[config.mk]
export PLATFORM = sky130hd
export DESIGN_NAME = ahb_dw64_to_32_bridge
export DESIGN_NICKNAME = d
export VERILOG_FILES = /design/src/rtl/ahb_dw64_to_32_bridge_pkg.sv /design/src/rtl/ahb_dw64_to_32_bridge_lane_steer.sv /design/src/rtl/ahb_dw64_to_32_bridge.sv
export SDC_FILE = /design/constraint.sdc
export NUM_CORES = 1
export LEC_CHECK = 0
export BUFFER_PORTS_ARGS = -buffer_cell sky130_fd_sc_hd__buf_2
export CORE_ASPECT_RATIO = 0.75
export CORE_MARGIN = 2
export CORE_UTILIZATION = 40
export CTS_CLUSTER_SIZE = 14
export DETAILED_ROUTE_END_ITERATION = 8
export PLACE_DENSITY = 0.87
export SLEW_MARGIN = 10
export SYNTH_ARGS = -nofsm -noshare
export SYNTH_HDL_FRONTEND = slang
export SYNTH_SLANG_ARGS = --single-unit
[constraint.sdc]
create_clock -name HCLK -period 2.72 [get_ports HCLK]
set_clock_uncertainty 0.15 [all_clocks]
set_input_delay 0.544 -clock HCLK [delete_from_list [all_inputs] [get_ports HCLK]]
set_output_delay 0.544 -clock HCLK [all_outputs]
set_load 0.01 [all_outputs]
[src/rtl/ahb_dw64_to_32_bridge_pkg.sv]
// ----------------------------------------------------------------------------
// ahb_dw64_to_32_bridge_pkg
// Shared constants for the 64-to-32 bit AHB-Lite data-width bridge:
// HTRANS codes, the HSIZE code for a 32-bit beat, bridge state encodings,
// and the size-normalisation helper.
// Optional feature macro used by the bridge: DW_BRIDGE_ERR_EN.
// ----------------------------------------------------------------------------
package ahb_dw64_to_32_bridge_pkg;

   // HTRANS codes driven downstream (only IDLE and NONSEQ are ever issued)
   localparam logic [1:0] HTRANS_IDLE   = 2'b00;
   localparam logic [1:0] HTRANS_NONSEQ = 2'b10;

   // HSIZE code of one downstream word beat
   localparam logic [2:0] HSIZE_WORD    = 3'd2;

   // Bridge states (binary, 2 bits)
   localparam logic [1:0] ST_IDLE = 2'b00;  // no transfer in flight
   localparam logic [1:0] ST_A0   = 2'b01;  // first (or only) beat address phase
   localparam logic [1:0] ST_A1   = 2'b10;  // beat0 data phase + beat1 address phase
   localparam logic [1:0] ST_DL   = 2'b11;  // last data phase

   // Upstream sizes above a doubleword collapse to a doubleword.
   function automatic logic [1:0] eff_size(input logic [2:0] size);
      return size[2] ? 2'd3 : size[1:0];
   endfunction

endpackage

[src/rtl/ahb_dw64_to_32_bridge_lane_steer.sv]
// ----------------------------------------------------------------------------
// ahb_dw64_to_32_bridge_lane_steer
// Combinational data steering for the 64-to-32 bit bridge.
//   wdata_i     in   2*MDW  upstream write data
//   size3_i     in   1      current transfer is a doubleword (split in two beats)
//   last_beat_i in   1      bridge is in its last data phase
//   addr2_i     in   1      address bit 2 of a <=32-bit transfer
//   rdata_i     in   MDW    downstream read data
//   rd_lo_i     in   MDW    captured beat0 read data of a doubleword read
//   wdata_o     out  MDW    downstream write data
//   rdata_o     out  2*MDW  upstream read data
// ----------------------------------------------------------------------------
module ahb_dw64_to_32_bridge_lane_steer #(
   parameter int MDW = 32
) (
   input  logic [2*MDW-1:0] wdata_i,
   input  logic             size3_i,
   input  logic             last_beat_i,
   input  logic             addr2_i,
   input  logic [MDW-1:0]   rdata_i,
   input  logic [MDW-1:0]   rd_lo_i,
   output logic [MDW-1:0]   wdata_o,
   output logic [2*MDW-1:0] rdata_o
);

   logic hi_sel;

   // Doubleword: low half on beat0, high half on the last beat.
   // Narrow transfer: the lane is picked by address bit 2.
   assign hi_sel  = size3_i ? last_beat_i : addr2_i;
   assign wdata_o = hi_sel ? wdata_i[2*MDW-1:MDW] : wdata_i[MDW-1:0];

   // Narrow reads are replicated so whichever lane the master uses is valid.
   assign rdata_o = size3_i ? {rdata_i, rd_lo_i} : {rdata_i, rdata_i};

endmodule

[src/rtl/ahb_dw64_to_32_bridge.sv]
// ----------------------------------------------------------------------------
// ahb_dw64_to_32_bridge
// AHB-Lite data-width bridge from a 64-bit single master to a 32-bit slave
// fabric. Doubleword transfers become two word beats; narrower transfers
// pass through with byte-lane steering. One transfer outstanding at a time.
// Ports:
//   HCLK, HRESET (async, active-high)
//   S_HADDR/S_HTRANS/S_HWRITE/S_HSIZE/S_HWDATA  upstream request (64-bit data)
//   S_HRDATA/S_HREADY                            upstream response
//   M_HADDR/M_HTRANS/M_HWRITE/M_HSIZE/M_HWDATA  downstream request (32-bit data)
//   M_HRDATA/M_HREADY                            downstream response
//   M_HRESP, ERR_CLR, ERR_FLAG, ERR_ADDR         error capture, only with
//                                                DW_BRIDGE_ERR_EN defined
// ----------------------------------------------------------------------------
module ahb_dw64_to_32_bridge
   import ahb_dw64_to_32_bridge_pkg::*;
#(
   parameter int AW  = 32,
   parameter int SDW = 64,
   parameter int MDW = 32
) (
   input  logic           HCLK,
   input  logic           HRESET,
   input  logic [AW-1:0]  S_HADDR,
   input  logic [1:0]     S_HTRANS,
   input  logic           S_HWRITE,
   input  logic [2:0]     S_HSIZE,
   input  logic [SDW-1:0] S_HWDATA,
   output logic [SDW-1:0] S_HRDATA,
   output logic           S_HREADY,
   output logic [AW-1:0]  M_HADDR,
   output logic [1:0]     M_HTRANS,
   output logic           M_HWRITE,
   output logic [2:0]     M_HSIZE,
   output logic [MDW-1:0] M_HWDATA,
   input  logic [MDW-1:0] M_HRDATA,
`ifdef DW_BRIDGE_ERR_EN
   input  logic           M_HRESP,
   input  logic           ERR_CLR,
   output logic           ERR_FLAG,
   output logic [AW-1:0]  ERR_ADDR,
`endif
   input  logic           M_HREADY
);

   logic [1:0]     state_q, state_d;
   logic [AW-1:0]  addr_q;
   logic           write_q;
   logic [1:0]     size_q;
   logic [MDW-1:0] rd_lo_q;

   logic           accept;
   logic           size3;
   logic [AW-1:0]  beat0_addr;
   logic [AW-1:0]  beat1_addr;
   logic           unused_htrans0;

   // NONSEQ and SEQ are told apart by bit 0 only; both start a transfer.
   assign unused_htrans0 = S_HTRANS[0];

   assign size3      = (size_q == 2'd3);
   assign beat0_addr = size3 ? {addr_q[AW-1:3], 3'b000} : addr_q;
   assign beat1_addr = {addr_q[AW-1:3], 3'b100};

   always_comb begin
      case (state_q)
         ST_IDLE: S_HREADY = 1'b1;
         ST_DL:   S_HREADY = M_HREADY;
         default: S_HREADY = 1'b0;
      endcase
   end

   assign accept = S_HTRANS[1] & S_HREADY;

   always_comb begin
      state_d = state_q;
      case (state_q)
         ST_IDLE: if (accept)   state_d = ST_A0;
         ST_A0:   if (M_HREADY) state_d = size3 ? ST_A1 : ST_DL;
         ST_A1:   if (M_HREADY) state_d = ST_DL;
         // A new request taken in the last data phase goes straight to its
         // address phase, so back-to-back transfers have no idle bubble.
         ST_DL:   if (M_HREADY) state_d = accept ? ST_A0 : ST_IDLE;
         default: state_d = ST_IDLE;
      endcase
   end

   always_ff @(posedge HCLK or posedge HRESET) begin
      if (HRESET) begin
         state_q <= ST_IDLE;
         addr_q  <= '0;
         write_q <= 1'b0;
         size_q  <= 2'd0;
         rd_lo_q <= '0;
      end else begin
         state_q <= state_d;
         if (accept) begin
            addr_q  <= S_HADDR;
            write_q <= S_HWRITE;
            size_q  <= eff_size(S_HSIZE);
         end
         if (state_q == ST_A1 && M_HREADY) begin
            rd_lo_q <= M_HRDATA;
         end
      end
   end

   // Address-phase outputs come straight from registered state, so a stalled
   // downstream (M_HREADY low) leaves them untouched.
   assign M_HTRANS = (state_q == ST_A0 || state_q == ST_A1) ? HTRANS_NONSEQ : HTRANS_IDLE;
   assign M_HADDR  = (state_q == ST_A1) ? beat1_addr : beat0_addr;
   assign M_HWRITE = write_q;
   assign M_HSIZE  = size3 ? HSIZE_WORD : {1'b0, size_q};

   ahb_dw64_to_32_bridge_lane_steer #(
      .MDW (MDW)
   ) u_lane_steer (
      .wdata_i     (S_HWDATA),
      .size3_i     (size3),
      .last_beat_i (state_q == ST_DL),
      .addr2_i     (addr_q[2]),
      .rdata_i     (M_HRDATA),
      .rd_lo_i     (rd_lo_q),
      .wdata_o     (M_HWDATA),
      .rdata_o     (S_HRDATA)
   );

`ifdef DW_BRIDGE_ERR_EN
   logic          err_flag_q;
   logic [AW-1:0] err_addr_q;
   logic          err_hit;
   logic [AW-1:0] err_beat_addr;

   // Only data phases carry a response: beat0 of a doubleword in A1, and
   // the last (or only) beat in DL.
   assign err_hit       = M_HREADY & M_HRESP & (state_q == ST_A1 || state_q == ST_DL);
   assign err_beat_addr = (state_q == ST_DL && size3) ? beat1_addr : beat0_addr;

   always_ff @(posedge HCLK or posedge HRESET) begin
      if (HRESET) begin
         err_flag_q <= 1'b0;
         err_addr_q <= '0;
      end else if (err_hit) begin
         // Keep the first failing address; a simultaneous clear discards
         // the old one, so the new error is recorded instead.
         err_flag_q <= 1'b1;
         if (!err_flag_q || ERR_CLR) begin
            err_addr_q <= err_beat_addr;
         end
      end else if (ERR_CLR) begin
         err_flag_q <= 1'b0;
         err_addr_q <= '0;
      end
   end

   assign ERR_FLAG = err_flag_q;
   assign ERR_ADDR = err_addr_q;
`endif

endmodule

==> results of run 1 <==
-- worst paths after layout --
path / end / slack, ns / cells past startpoint / startpoint
max: M_HWDATA[24] / 0.12 / 6 / state_q[1]
min: M_HWRITE / 0.21 / 2 / HRESET
max in group asynchronous: addr_q[8] / 1.56 / 3 / HRESET
max reg2reg: addr_q[5] / 0.34 / 6 / state_q[0]
min in group HCLK: addr_q[28] / 0.30 / 2 / S_HADDR[28]
min reg2reg: addr_q[1] / 0.35 / 1 / addr_q[1]
-- flip-flops by register name, summed over array words and instances (netlist names) --
signal and flops:
addr_q 32, rd_lo_q 32, M_HWRITE 1, state_q 2
size_q 2
-- power by group --
group | total (uW) | internal (uW) | switching [uW]
logic | 3200 | 1760 | 1440
clock network | 1230 | 798 | 428
registers | 1850 | 1560 | 288
total | 6280 | 4120 | 2160
-- critical path: stages, from the launching register on --
cell	delay (ns)
dfrtp_1	0.43
ha_4	0.21
mux2i_4	0.16
buf_12	0.14
clkbuf_16	0.15
mux2_2	0.34
buf_2	0.14
-- timing repair --
item	CTS	global route
gates resized for setup	3	0
gates cloned	1	1
setup buffers	0	1
endpoints found under the setup margin	1	3
-- per-layer routing --
metal | vias to the layer above | track usage, %
met5 | - | 0
met3 | 20 | 6.25
li1 | 1428 | -
met2 | 146 | 38.3
met4 | 0 | 6.47
met1 | 1474 | 19.5
-- logic make-up after synthesis --
group | synth area share, %
buf+inv | 14.5
other cells | 0.0936
simple gates | 2.06
compound gates | 1.65
fa+ha+maj | 1.25
flops | 43.1
mux | 37.3
-- through the flow --
step,utilization (%),cells
after floorplan,-,307
after global placement,51.7,635
after CTS,55.3,652
after detailed placement,51.7,635
after global routing,55.7,655
final,55.7,655
-- final cells by class --
cell class,count,area (um^2)
Fill cell,822,4290
Sequential cell,69,1730
Multi-Input combinational cell,158,1720
Timing Repair Buffer,276,1480
Clock buffer,11,233
Tap cell,132,165
Clock inverter,5,75.1
Inverter,3,11.3
Antenna cell,1,2.50
-- layout by cell type, fill, tap and decap left out, types with 3 or more instances in the layout --
master,Yosys,final
buf_12,0,3
buf_2,6,268
buf_4,67,3
clkbuf_16,0,10
clkinv_2,0,3
dfrtp_1,69,69
ha_1,4,3
mux2_2,128,128
nor2_1,3,3
==> metrics.cfg, run 1 <==
[clocking]
clock_path_buffers = 2
cts_sinks = 69
cts_tree = yes
cts_inserted_buffers = 9
clkTransAtPathRegs_ns = 0.05
cts_max_level = 3
clk_latency_ns = 0.33
cts_hold_buf = 0
root_buffer = clkbuf_16

[routing]
wl_per_cell_um = 16.5
drc = 0
firstDrtPassIters = 4
drt-met1-wl_um = 3840
vias = 3068
met3_length_um = 808
via_per_inst = 4.68
ant_nets = 0
drt_iter0_drc = 77
top_layer = met4
wl_met2_um = 5930
wl_um = 10800

[floorplanning]
io_pins = 272
die_y_um = 90.7
core-area_mm2 = 0.00970
die_x_um = 120
initial_core_util_pct = 41.3
row_count = 31
die-area_mm2 = 0.0108

[layout]
fin_nets = 658
syn_to_final_growth_pct = 34.9
design_area_mm2 = 0.00541
drive_gt1_share_pct = 81.2

[sta]
setup_viol = 0
report.final.hold_viol_count = 0
fin_crit_sh_pct = 95.8
max_slew_margin_pct = 48.4
report.final.slew_viol_count = 0
rsz0062_at_grt = no
worst_slew_pin_slew_ns = 0.773
whs_ns = 0.211
min_period_ns = 2.60
timing.fmax_mhz = 384
final.setup.tns_ns = 0
setup_ws_ns = 0.115

[setup_path]
worst-endpoint-required_ns = 2.03
criticalPathCategory = flip-flop to output pin
cp-start-kind = flip-flop
cp.arrival_ns = 1.91
end_kind = output pin
cp_max_fo = 8

[placed_design]
dp_hpwl_um = 8370
portBuffers = 268
pre_cts_slack_ns = 0.353
routabilityCongestion = 0.835
dpl_cell_area_mm2 = 0.00501

[logic_synthesis]
ys_top_cells_by_count = 128 x mux2_2, 69 x dfrtp_1, 67 x buf_4
synth_top_area_share_pct = 43.1
netlist_area_mm2 = 0.00401
yosysWarnings = 0
synth-edff-count = 0
synth.avg_cell_area_um2 = 13.1
ys_types = 27
synth.area.top_cells = dfrtp_1 43%, mux2_2 36%, buf_4 13%
synthArstFlopShare_pct = 100
yosysSeqAreaShare_pct = 43.1
synthCells = 306
post-synth-top-count-cell = mux2_2
ys_seq_elements = 69
yosysTopAreaCell = dfrtp_1
synthFlopType = dfrtp_1

[pwr]
power_density_mw_per_mm2 = 1160
irDropWorstVdd_mv = 0.494
total_power_uw = 6280
p_leak_uw = 0.00276

[global_routing]
grt_overflow = 0
grt_pass1_vias = 3339
grt_pass1_wl_um = 16600
antenna_found_initial = 1
grt_use_total_pct = 19.6
grt_max_degree = 37

[worst_hold_path]
hp-class = primary input to asynchronous set/reset pin

[run]
cap_violations = 0

[run_status]
outcome = finished, final reports clean

Note: power is estimated with default switching activity, not from simulation.
==> inputs of run 2 (changes only) <==
- PLACE_DENSITY: 0.87 -> 0.78
==> metrics.cfg, run 2 (synthesized netlist as in run 1, its figures left out) <==
[clocking]
clk_latency_ns = 0.33  ; about the same
cts_inserted_buffers = 9  ; unchanged
post_cts_resized = 0  ; -3
cts_setup_buffers = 0  ; unchanged
cts_sinks = 69  ; unchanged
cts_max_level = 3  ; unchanged
cts_tree = yes
root_buffer = clkbuf_16
cts_hold_buf = 0  ; unchanged
clock_path_buffers = 2  ; unchanged
clkTransAtPathRegs_ns = 0.06  ; about the same

[routing]
vias = 3021  ; -1.5%
drt_iter0_drc = 70  ; -9.1%
wl_um = 10200  ; -5.4%
wl_per_cell_um = 15.6  ; -5.2%
drc = 0  ; unchanged
ant_nets = 0  ; unchanged
via_per_inst = 4.62  ; -1.4%
firstDrtPassIters = 4  ; unchanged

[layout]
diodes = 0  ; -1
drive_gt1_share_pct = 81.6  ; +0.38 points
fin_nets = 658  ; unchanged
most-common-layout-cells = 268 x buf_2, 128 x mux2_2, 69 x dfrtp_1
layout_commonest_cell = buf_2
largest_registers = addr_q (32), rd_lo_q (32)
syn_to_final_growth_pct = 34.7
fin_util_pct = 55.7  ; -0.065 points

[sta]
final.setup.tns_ns = 0  ; unchanged
min_period_ns = 2.66  ; +0.0587 ns
fin_crit_sh_pct = 97.9  ; +2.2 points
rsz0062_at_grt = no
setup_viol = 0  ; unchanged
report.final.hold_viol_count = 0  ; unchanged
timing.fmax_mhz = 375  ; -2.2%
report.final.slew_viol_count = 0  ; unchanged

[floorplanning]
row_count = 31  ; unchanged
initial_core_util_pct = 41.3  ; unchanged
io_pins = 272  ; unchanged
core-area_mm2 = 0.00970  ; unchanged
die_y_um = 90.7  ; unchanged
die_x_um = 120  ; unchanged
die-area_mm2 = 0.0108  ; unchanged

[setup_path]
critPathLaunch = state_q[0]
criticalPathCategory = flip-flop to output pin
reg2reg_to = addr_q[9]
cp.arrival_ns = 1.97  ; +0.06 ns
cp_max_fo = 16  ; +8
r2r_start = state_q[0]
worst-endpoint-required_ns = 2.03  ; about the same
end_kind = output pin
cp.depth = 5  ; -1
ff2ff_setup_slack_ns = 0.42  ; +0.08 ns
crit_chain = ha_2 -> mux2i_4 -> clkbuf_16 -> mux2_2 -> buf_2
slowest_delay_ns = 0.40  ; -0.03 ns
critPathTopFamily = multiplexers
path_buf_inv = 2  ; -1
cp-start-kind = flip-flop
ff2ff_path_depth = 6  ; unchanged
endpoint = M_HWDATA[28]
crit_slowest_cell = dfrtp_1

[global_routing]
grt_max_degree = 37  ; unchanged
grt_pass1_vias = 3150  ; -5.7%
grt_overflow = 0  ; unchanged
grt_use_total_pct = 18.3  ; -1.4 points
antenna_found_initial = 0  ; -1
grt_pass1_wl_um = 15600  ; -6.4%

[pwr]
power_density_mw_per_mm2 = 1160  ; +0.17%
p_leak_uw = 0.00276  ; about the same
irDropWorstVdd_mv = 0.659  ; +33%

[placed_design]
portBuffers = 268  ; unchanged
routabilityCongestion = 0.759  ; -9.1%
dp_hpwl_um = 7930  ; -5.2%

[run]
cap_violations = 0  ; unchanged

[worst_hold_path]
hp-class = primary input to asynchronous set/reset pin

[run_status]
outcome = finished, final reports clean

[run 2: cell types whose count changed in the layout (fill, tap and decap cells not counted), sizes merged]
| cell | delta |
|---|---|
| bufinv | +1 |
| clkinv | -2 |
| clkinvlp | +1 |
| diode | -1 |
[run 2: power breakdown]
group          internal (uW)  switching, uW  total [uW]
Clock                    947            442        1390
Combinational           1660           1400        3060
Sequential              1560            268        1830
[run 2: final cells by class]
cell class,instances,area [um^2]
repair buffers,276,1430
flip-flops and latches,69,1730
clock inverters,5,106
clock buffers,11,253
inverters,3,11.3
fillers,829,4300
well taps,132,165
multi-input cells,158,1710
[run 2: worst register-to-register path, stage by stage (launching register included)]
cell      delay, ns
dfrtp_1        0.38
inv_1          0.10
ha_1           0.37
nand2b_1       0.28
nor2_4         0.12
buf_4          0.39
mux2_2         0.41
[run 2: worst min-delay path by stage]
stage / start / endpoint / depth (start not counted)
after floorplan: addr_q[0] / addr_q[0] / 1
after global placement: rd_lo_q[19] / rd_lo_q[19] / 1
after detailed placement: rd_lo_q[8] / rd_lo_q[8] / 1
after CTS: HRESET / addr_q[23] / 3
after global routing: HRESET / M_HWRITE / 3
final: HRESET / addr_q[23] / 3
[run 2: per-layer routing]
metal	part of all wire [%]	GRT usage [%]
met3	7.7	5.62
met5	0	0
met4	1.4	6.57
met1	38	20.2
met2	53	33.0
[run 2: stage by stage]
step	hold WS (ns)	instances	power [uW]	instance area [um^2]	setup slack, ns
final	0.154	654	6280	5400	0.0565
after global routing	0.199	654	6660	5400	0.00404
after CTS	0.161	653	6310	5370	0.0231
after detailed placement	0.340	637	4870	5010	0.391
after global placement	0.333	637	4760	5010	0.426
after floorplan	0.323	307	4190	4010	0.286
